===== src/rtl/list_stat_collector.sv =====
// list_stat_collector: segments a pointer stream into lists and queues per-list
// records (head, length, XOR checksum, repeated-node flag) for a valid/ready consumer.
`default_nettype none

module list_stat_collector #(
  parameter int N     = 16,
  parameter int WIDTH = $clog2(N),
  parameter int LEN_W = WIDTH + 1,
  parameter int DEPTH = 4
) (
  input  logic             clk,
  input  logic             rst,
  input  logic [WIDTH-1:0] in_ptr,
  input  logic             in_vld,
  input  logic             in_last,
  output logic             in_rdy,
  output logic [WIDTH-1:0] res_head,
  output logic [LEN_W-1:0] res_len,
  output logic [WIDTH-1:0] res_xor,
  output logic             res_dup,
  output logic             res_vld,
  input  logic             res_rdy,
  output logic             err
);

  localparam int AW = $clog2(DEPTH);
  localparam int CW = AW + 1;
  localparam logic [LEN_W-1:0] LEN_MAX = '1;

  // accumulator for the list currently being received
  logic             active;
  logic [WIDTH-1:0] head;
  logic [LEN_W-1:0] len;
  logic [WIDTH-1:0] xr;
  logic [N-1:0]     visited;
  logic             dup;
  logic             err_q;

  // result FIFO
  logic [WIDTH-1:0] head_mem [DEPTH];
  logic [LEN_W-1:0] len_mem  [DEPTH];
  logic [WIDTH-1:0] xor_mem  [DEPTH];
  logic             dup_mem  [DEPTH];
  logic [AW-1:0]    wr_ptr;
  logic [AW-1:0]    rd_ptr;
  logic [CW-1:0]    count;

  logic             take;
  logic             take_null;
  logic             accept;
  logic             close_null;
  logic             push;
  logic             pop;
  logic             sat;
  logic [N-1:0]     onehot;
  logic [WIDTH-1:0] head_nx;
  logic [LEN_W-1:0] len_nx;
  logic [WIDTH-1:0] xr_nx;
  logic             dup_nx;
  logic [N-1:0]     visited_nx;
  logic [WIDTH-1:0] rec_head;
  logic [LEN_W-1:0] rec_len;
  logic [WIDTH-1:0] rec_xor;
  logic             rec_dup;

  assign in_rdy  = (count != CW'(DEPTH));
  assign res_vld = (count != '0);

  assign take       = in_vld & in_rdy;
  assign take_null  = take & (in_ptr == '0);
  assign accept     = take & (in_ptr != '0);
  assign close_null = take_null & in_last & active;
  assign push       = (accept & in_last) | close_null;
  assign pop        = res_vld & res_rdy;
  assign sat        = accept & active & (len == LEN_MAX);

  assign onehot     = {{(N-1){1'b0}}, 1'b1} << in_ptr;
  assign head_nx    = active ? head : in_ptr;
  assign len_nx     = !active ? LEN_W'(1) : ((len == LEN_MAX) ? len : len + LEN_W'(1));
  assign xr_nx      = active ? (xr ^ in_ptr) : in_ptr;
  assign dup_nx     = active & (dup | visited[in_ptr]);
  assign visited_nx = active ? (visited | onehot) : onehot;

  // a null-terminated list closes on the accumulator as it stands
  assign rec_head = accept ? head_nx : head;
  assign rec_len  = accept ? len_nx  : len;
  assign rec_xor  = accept ? xr_nx   : xr;
  assign rec_dup  = accept ? dup_nx  : dup;

  always_ff @(posedge clk or posedge rst) begin
    if (rst) begin
      active  <= 1'b0;
      head    <= '0;
      len     <= '0;
      xr      <= '0;
      visited <= '0;
      dup     <= 1'b0;
      err_q   <= 1'b0;
      wr_ptr  <= '0;
      rd_ptr  <= '0;
      count   <= '0;
    end else begin
      if (take_null || sat)
        err_q <= 1'b1;
      if (push) begin
        active  <= 1'b0;
        head    <= '0;
        len     <= '0;
        xr      <= '0;
        visited <= '0;
        dup     <= 1'b0;
      end else if (accept) begin
        active  <= 1'b1;
        head    <= head_nx;
        len     <= len_nx;
        xr      <= xr_nx;
        visited <= visited_nx;
        dup     <= dup_nx;
      end
      if (push)
        wr_ptr <= wr_ptr + AW'(1);
      if (pop)
        rd_ptr <= rd_ptr + AW'(1);
      if (push && !pop)
        count <= count + CW'(1);
      else if (!push && pop)
        count <= count - CW'(1);
    end
  end

  // storage needs no reset; outputs are masked while empty
  always_ff @(posedge clk) begin
    if (push) begin
      head_mem[wr_ptr] <= rec_head;
      len_mem[wr_ptr]  <= rec_len;
      xor_mem[wr_ptr]  <= rec_xor;
      dup_mem[wr_ptr]  <= rec_dup;
    end
  end

  assign res_head = res_vld ? head_mem[rd_ptr] : '0;
  assign res_len  = res_vld ? len_mem[rd_ptr]  : '0;
  assign res_xor  = res_vld ? xor_mem[rd_ptr]  : '0;
  assign res_dup  = res_vld & dup_mem[rd_ptr];
  assign err      = err_q;

endmodule

`default_nettype wire

===== config.mk =====
export PLATFORM = sky130hd
export DESIGN_NAME = list_stat_collector
export DESIGN_NICKNAME = d
export VERILOG_FILES = /design/src/rtl/list_stat_collector.sv
export SDC_FILE = /design/constraint.sdc
export NUM_CORES = 1
export LEC_CHECK = 0
export CORE_ASPECT_RATIO = 1.5
export CORE_UTILIZATION = 59
export DETAILED_ROUTE_END_ITERATION = 10
export GPL_TIMING_DRIVEN = 0
export MAX_ROUTING_LAYER = met4
export PLACE_DENSITY = 0.79
export SLEW_MARGIN = 30
export SYNTH_ARGS = -nofsm -noshare
export SYNTH_HDL_FRONTEND = slang
export SYNTH_SLANG_ARGS = --single-unit

===== constraint.sdc =====
create_clock -name clk -period 3.1 [get_ports clk]
set_input_delay 0.62 -clock clk [delete_from_list [all_inputs] [get_ports clk]]
set_output_delay 0.62 -clock clk [all_outputs]
set_load 0.01 [all_outputs]

# == After elaboration in Yosys (flattened, before gate mapping) ==
# Memory sizes are Yosys's and may differ from the RTL's.
# Index checks and enable logic that the tools add are counted.
# totals
ram_bits,56
latch_bits,0
word_cells,74
romBits,0
regBits,39
output_inout_bits,17
in_bits,9
memories,4
# op_classes
reduce_logical,10
order_cmp,1
n_mul,0
eq_ne,2
div_mod_pow,0
n_bitwise,15
add_sub_neg,5
mux,26
n_shift,1
# memory_table
memory,words,word_bits,rd,rd_ports_with_merged_regs,wr,line_no,rtl
len_mem,4,5,1,0,1,41,logic [LEN_W-1:0] len_mem [DEPTH];
head_mem,4,4,1,0,1,40,logic [WIDTH-1:0] head_mem [DEPTH];
xor_mem,4,4,1,0,1,42,logic [WIDTH-1:0] xor_mem [DEPTH];
dup_mem,4,1,1,0,1,43,logic dup_mem [DEPTH];
# ops
operator,n
two-way mux 16 bit,3
two-way mux 4 bit,8
two-way mux 5 bit,5
bitwise OR 16 bit,1
"<< shifter 1 x 4 -> 16 bit, first input constant",1
AND 1 bit,11
two-way mux 1 bit,7
two-way mux 3 bit,2
"adder 5 x 1 -> 5 bit, second input constant",1
"equality test 5 bit, second input constant",1
"< comparator 4 x 5 -> 1 bit, second input constant",1
"adder 2 x 1 -> 2 bit, second input constant",2
binary-select mux 1 bit (select 4 bit),1
logical NOT 4 bit,1
nonzero test 2 bit,2
nonzero test 4 bit,1
XOR 4 bit,1
"adder 3 x 1 -> 3 bit, second input constant",1
"!= test 3 bit, second input constant",1
nonzero test 3 bit,1
"subtractor 3 x 1 -> 3 bit, second input constant",1
logical AND 1 bit,2
logical NOT 1 bit,2
bitwise OR 1 bit,2
logical OR 1 bit,1

# == Depth between registers and ports, before layout ==
# depth
depth_word,10
depth_mapped,11
depth_no_buf,9

# == Worst setup path before layout ==
# No wires, ideal clock.
# synth_path
path_kind,input port to flip-flop
from,input port in_ptr[1]
to,register count[1]
n_path_buf,2
setup_time_ps,125
path_stages,9
path_slack_ps,443
arrival_ps,2533
cell_sequence,buf_2 -> nor4_1 -> nand2_1 -> and3_1 -> buf_4 -> ha_1 -> inv_1 -> fa_1 -> mux2_2
# synth_between
elab_chain_len,8
elab_cells_between_ends,13
cone_classes,1 x mux; 6 x bitwise; 6 x reduce/logical
# synth_lines
item,line_no,rtl
"start, declared",13,"input logic [WIDTH-1:0] in_ptr,"
logical NOT 4 bit,70,assign take_null = take & (in_ptr == '0);
AND 1 bit,70,
AND 1 bit (2 in series),72,assign close_null = take_null & in_last & active;
bitwise OR 1 bit (*),73,assign push = (accept & in_last) | close_null;
logical NOT 1 bit,126,else if (!push && pop)
logical AND 1 bit,126,
nonzero test 2 bit (no line),-,
"end signal, assigned",125,count <= count + CW'(1);
"end signal, assigned",127,count <= count - CW'(1);
"end, declared",46,logic [CW-1:0] count;
# Every way passes the cells marked *; elsewhere a longest branch is shown, timed or not.
# A chain may end at the register's enable or synchronous reset.

# == Final worst setup path ==
# layout_path
from,register rd_ptr[0]
to,output port res_len[2]
# layout_between
elab_chain_len,2
# layout_lines
item,line_no,rtl
"start, declared",45,logic [AW-1:0] rd_ptr;
"start signal, assigned",123,rd_ptr <= rd_ptr + AW'(1);
memory (4 x 5 bit),-,
two-way mux 5 bit,142,assign res_len = res_vld ? len_mem[rd_ptr] : '0;
"end, declared",18,"output logic [LEN_W-1:0] res_len,"
# Every way passes these cells.

==> summary.md <==
| Metric | Value |
|---|---|
| Clk_lat worst skew | 0.36 ns |
| Vias per cell | 6.10 |
| Pre-antenna DRT Iters | 7 |
| Crit share post-route | 94.5% |
| H-tree levels | 3 |
| Final hold vios | 0 |
| Switch Pwr | 1250 uW |
| RD Place Congestion | 0.852 |
| Area share of the largest cell type after synthesis | 39.8% |
| CTS Sinks | 95 |
| Cell Pwr Density | 834 nW/um2 |
| Initial cell density of the core | 61.3% |
| Synth Area in XOR/XNOR | 1.24% |
| Final min period | 2.93 ns |
| Status | finished with violations |
| Largest family of logic cells by synthesized area | simple AND/OR/NAND/NOR gates |
| Count of final setup violators | 0 |
| Tot GR Track Use | 24.2% |
| Longest Clk Path Bufs | 2 |
| Sequential cell area fraction in the yosys report | 62.8% |
| Type of element capturing the critical path | output pin |
| Worst EP required | 2.48 ns |
| WL final | 7.65 mm |
| Post-synthesis mux area share | 11.1% |
| Flops & latches, synth | 95 |
| Fin Setup TNS | 0 ns |
| Hold crit path type | reg2reg |
| Crit path DAT | 2.31 ns |
| Clock root buffer | clkbuf_8 |
| Initial antenna violation count | 0 |
| Crit start category | flip-flop |
| Reg power frac | 43.9% |
| Critical-path top delay cell | mux4_2 |
| Final ANT Viol Nets | 0 |
| Maximum vdd drop | 442 uV |
| Buffers added on ports | 24 |
| Worst Skew | 0.00748 ns |
| Starting DRT DRC Count | 196 |
| CTS tree | built |
| Post-synthesis async set-or-reset flop share | 41.1% |
| Synth area leaders | edfxtp_1 40%, dfrtp_1 23%, mux4_2 8.5%, and2_1 2.8%, mux2_2 1.9% |
| DR WL/cell | 18.6 um |
| P_leak | 0.00181 uW |
| Die width | 71.1 um |
| Slew headroom | 33.6% |
| Compound-Gate Fraction of Synth Area | 7.43% |
| Clock slew at reported path FFs | 0.08 ns |
| Slew Limit Fails | 0 |
| Dpl ws | -0.303 ns |
| Layout cells sized above 1 | 16.8% |
| Post-Synth Simple-Gate Area | 12.4% |
| Int Pwr | 2750 uW |
| Prevailing post-synth register cell | edfxtp_1 |
| Largest net degree at the start of global routing | 31 |
| Clock power share | 19.8% |
| Sw Ratio | 31.2% |
| Synth Area per Inst | 14.5 um2 |
| Max-cap violation count | 0 |
| Die height | 106 um |
| Top cell type by total area after synthesis | edfxtp_1 |
| Max Freq | 341 MHz |
| CP cell instances | buf_2 -> buf_6 -> mux4_2 -> and2_1 -> clkdlybuf4s50_1 |
| Mapped Cells | 292 |
| CP peak stage delay | 0.51 ns |
| Die ar. | 7520 um2 |
| Fin nets | 344 |
| Yosys warning count | 0 |
| Area grow syn2layout | 13.3% |
| Vias in the first global route | 2595 |
| Post-Syn Area | 4230 um2 |
| Adder-cell area share of the yosys netlist | 2.25% |
| Power, Total | 3990 uW |
| Vias | 2507 |
| IO Pins | 26 |
| Crit-path max FO | 10 |
| Critical path type | reg2out |
| Ant. Diodes | 0 |
| Gr ovfl total | 0 |
| Part of the power in combinational logic | 36.2% |
| Post-CTS Setup Bufs | 0 |
| Hold Buf Count CTS | 0 |
| Synth Net Count | 308 |
| DP HPWL | 5.41 mm |
| RSZ-0062 raised after global routing | no |
| First-pass GRT wire length | 12.9 mm |
| Worst-Margin Slew | 0.989 ns |
| Post-synth EDFFs | 56 |
| Failing checks | design-rule violations |
| Row count | 37 |
| Setup slack after layout | 0.171 ns |
| Util after Layout | 69.4% |
| Inserted Clock Buffers | 9 |
| Core ar. | 6900 um2 |
| Netlist cell types | 53 |
| Post-route DRC | 3 |
-- flip-flops by register name (all words and copies together) (netlist names), 2 cells and up --
signal / cells
len_mem: 20
head_mem: 16
visited: 16
xor_mem: 16
len: 5
dup_mem: 4
head: 4
xr: 4
count: 3
rd_ptr: 2
wr_ptr: 2
-- critical path, delay by kind of cell (launching register included) --
| kind | cells | cell delay [ns] |
|---|---|---|
| and+or+nand+nor | 1 | 0.16 |
| muxes | 1 | 0.51 |
| DFF | 1 | 0.33 |
| buffers and inverters | 3 | 0.94 |
-- path summary, 6_finish.rpt --
path | slack [ns] | startpoint | cells past startpoint | to
worst max-delay path | 0.17 | rd_ptr[0]$_DFFE_PP0P_ | 5 | res_len[2]
worst min-delay path | 0.48 | count[2]$_DFFE_PP0P_ | 1 | count[2]$_DFFE_PP0P_
worst max register to register | 0.52 | count[2]$_DFFE_PP0P_ | 5 | len_mem[1][4]$_DFFE_PP_
worst min register to register | 0.48 | count[2]$_DFFE_PP0P_ | 1 | count[2]$_DFFE_PP0P_
max in group asynchronous | 2.18 | rst | 3 | visited[8]$_DFFE_PP0P_
min in group asynchronous | 0.49 | rst | 2 | count[0]$_DFFE_PP0P_
-- cells by family after synthesis --
kind of cell | Yosys count
compound gates | 43
xor+xnor | 6
fa+ha+maj | 7
buf+inv | 25
flops | 95
mux | 26
simple gates | 90
-- final cells by class --
class	instances	area (um2)
repair buffers	25	260
multi-input cells	172	1460
clock buffers	10	128
inverters	8	30.0
clock inverters	6	61.3
well taps	78	97.6
flip-flops and latches	95	2660
fillers	466	2110
plain buffers	17	93.8
-- timing repair --
| action | CTS | global route |
|---|---|---|
| endpoints found under the hold margin | 0 | 0 |
| endpoints found under the setup margin | 8 | 10 |
| gates resized for setup | 1 | 5 |
-- cells in the mapped netlist, drive strengths merged, types with 7 or more instances --
| cell | number |
|---|---|
| mux2 | 7 |
| mux4 | 16 |
| buf | 9 |
| o21ai | 10 |
| dfrtp | 39 |
| clkbuf | 8 |
| nand2 | 16 |
| nor2 | 11 |
| edfxtp | 56 |
| inv | 8 |
| a21oi | 8 |
| nor3 | 7 |
| and2 | 19 |
-- power by group through the flow --
stage	Clock (uW)	Combinational, uW	Sequential [uW]
floorplan	0	945	1750
global placement	0	1400	1770
detailed placement	0	1450	1780
CTS	805	1460	1760
global route	857	1580	1780
finish	792	1450	1750
-- cells in the final DEF (no fill, tap or decap), drive strengths merged, types with 2 or more instances in the layout --
cell type | Yosys | final
nand2b | 4 | 4
and2 | 19 | 19
nor3 | 7 | 7
inv | 8 | 8
a32o | 3 | 3
clkdlybuf4s50 | 0 | 24
mux4 | 16 | 16
and3 | 2 | 2
dfrtp | 39 | 39
mux2i | 3 | 3
buf | 9 | 11
nor2 | 11 | 11
xnor2 | 4 | 4
nor4b | 2 | 2
mux2 | 7 | 7
a21oi | 8 | 8
nor2b | 6 | 6
o22ai | 4 | 4
or4 | 2 | 2
o21ai | 10 | 10
a22o | 6 | 6
nor3b | 2 | 2
ha | 6 | 6
clkinvlp | 0 | 3
clkinv | 0 | 2
a41oi | 2 | 2
and2b | 2 | 2
xor2 | 2 | 2
nor4 | 2 | 2
clkbuf | 8 | 17
nand3 | 5 | 5
edfxtp | 56 | 56
nand4 | 5 | 5
nand2 | 16 | 16
-- layer usage --
layer | part of all wire [%] | track usage [%] | up-vias
li1 | - | - | 1178
met1 | 42 | 28.0 | 1269
met2 | 54 | 40.5 | 48
met3 | 2.5 | 5.45 | 12
met4 | 1.9 | 10.0 | 0
met5 | 0 | - | -
-- stage by stage --
step                      cells  area, um2  hold WS, ns
after floorplan             292       4230        0.443
after global placement      394       4570        0.449
after detailed placement    395       4590        0.461
after CTS                   411       4780        0.478
after global routing        411       4790        0.487
final                       411       4790        0.476
No activity file was read; power rests on OpenSTA's default activity.
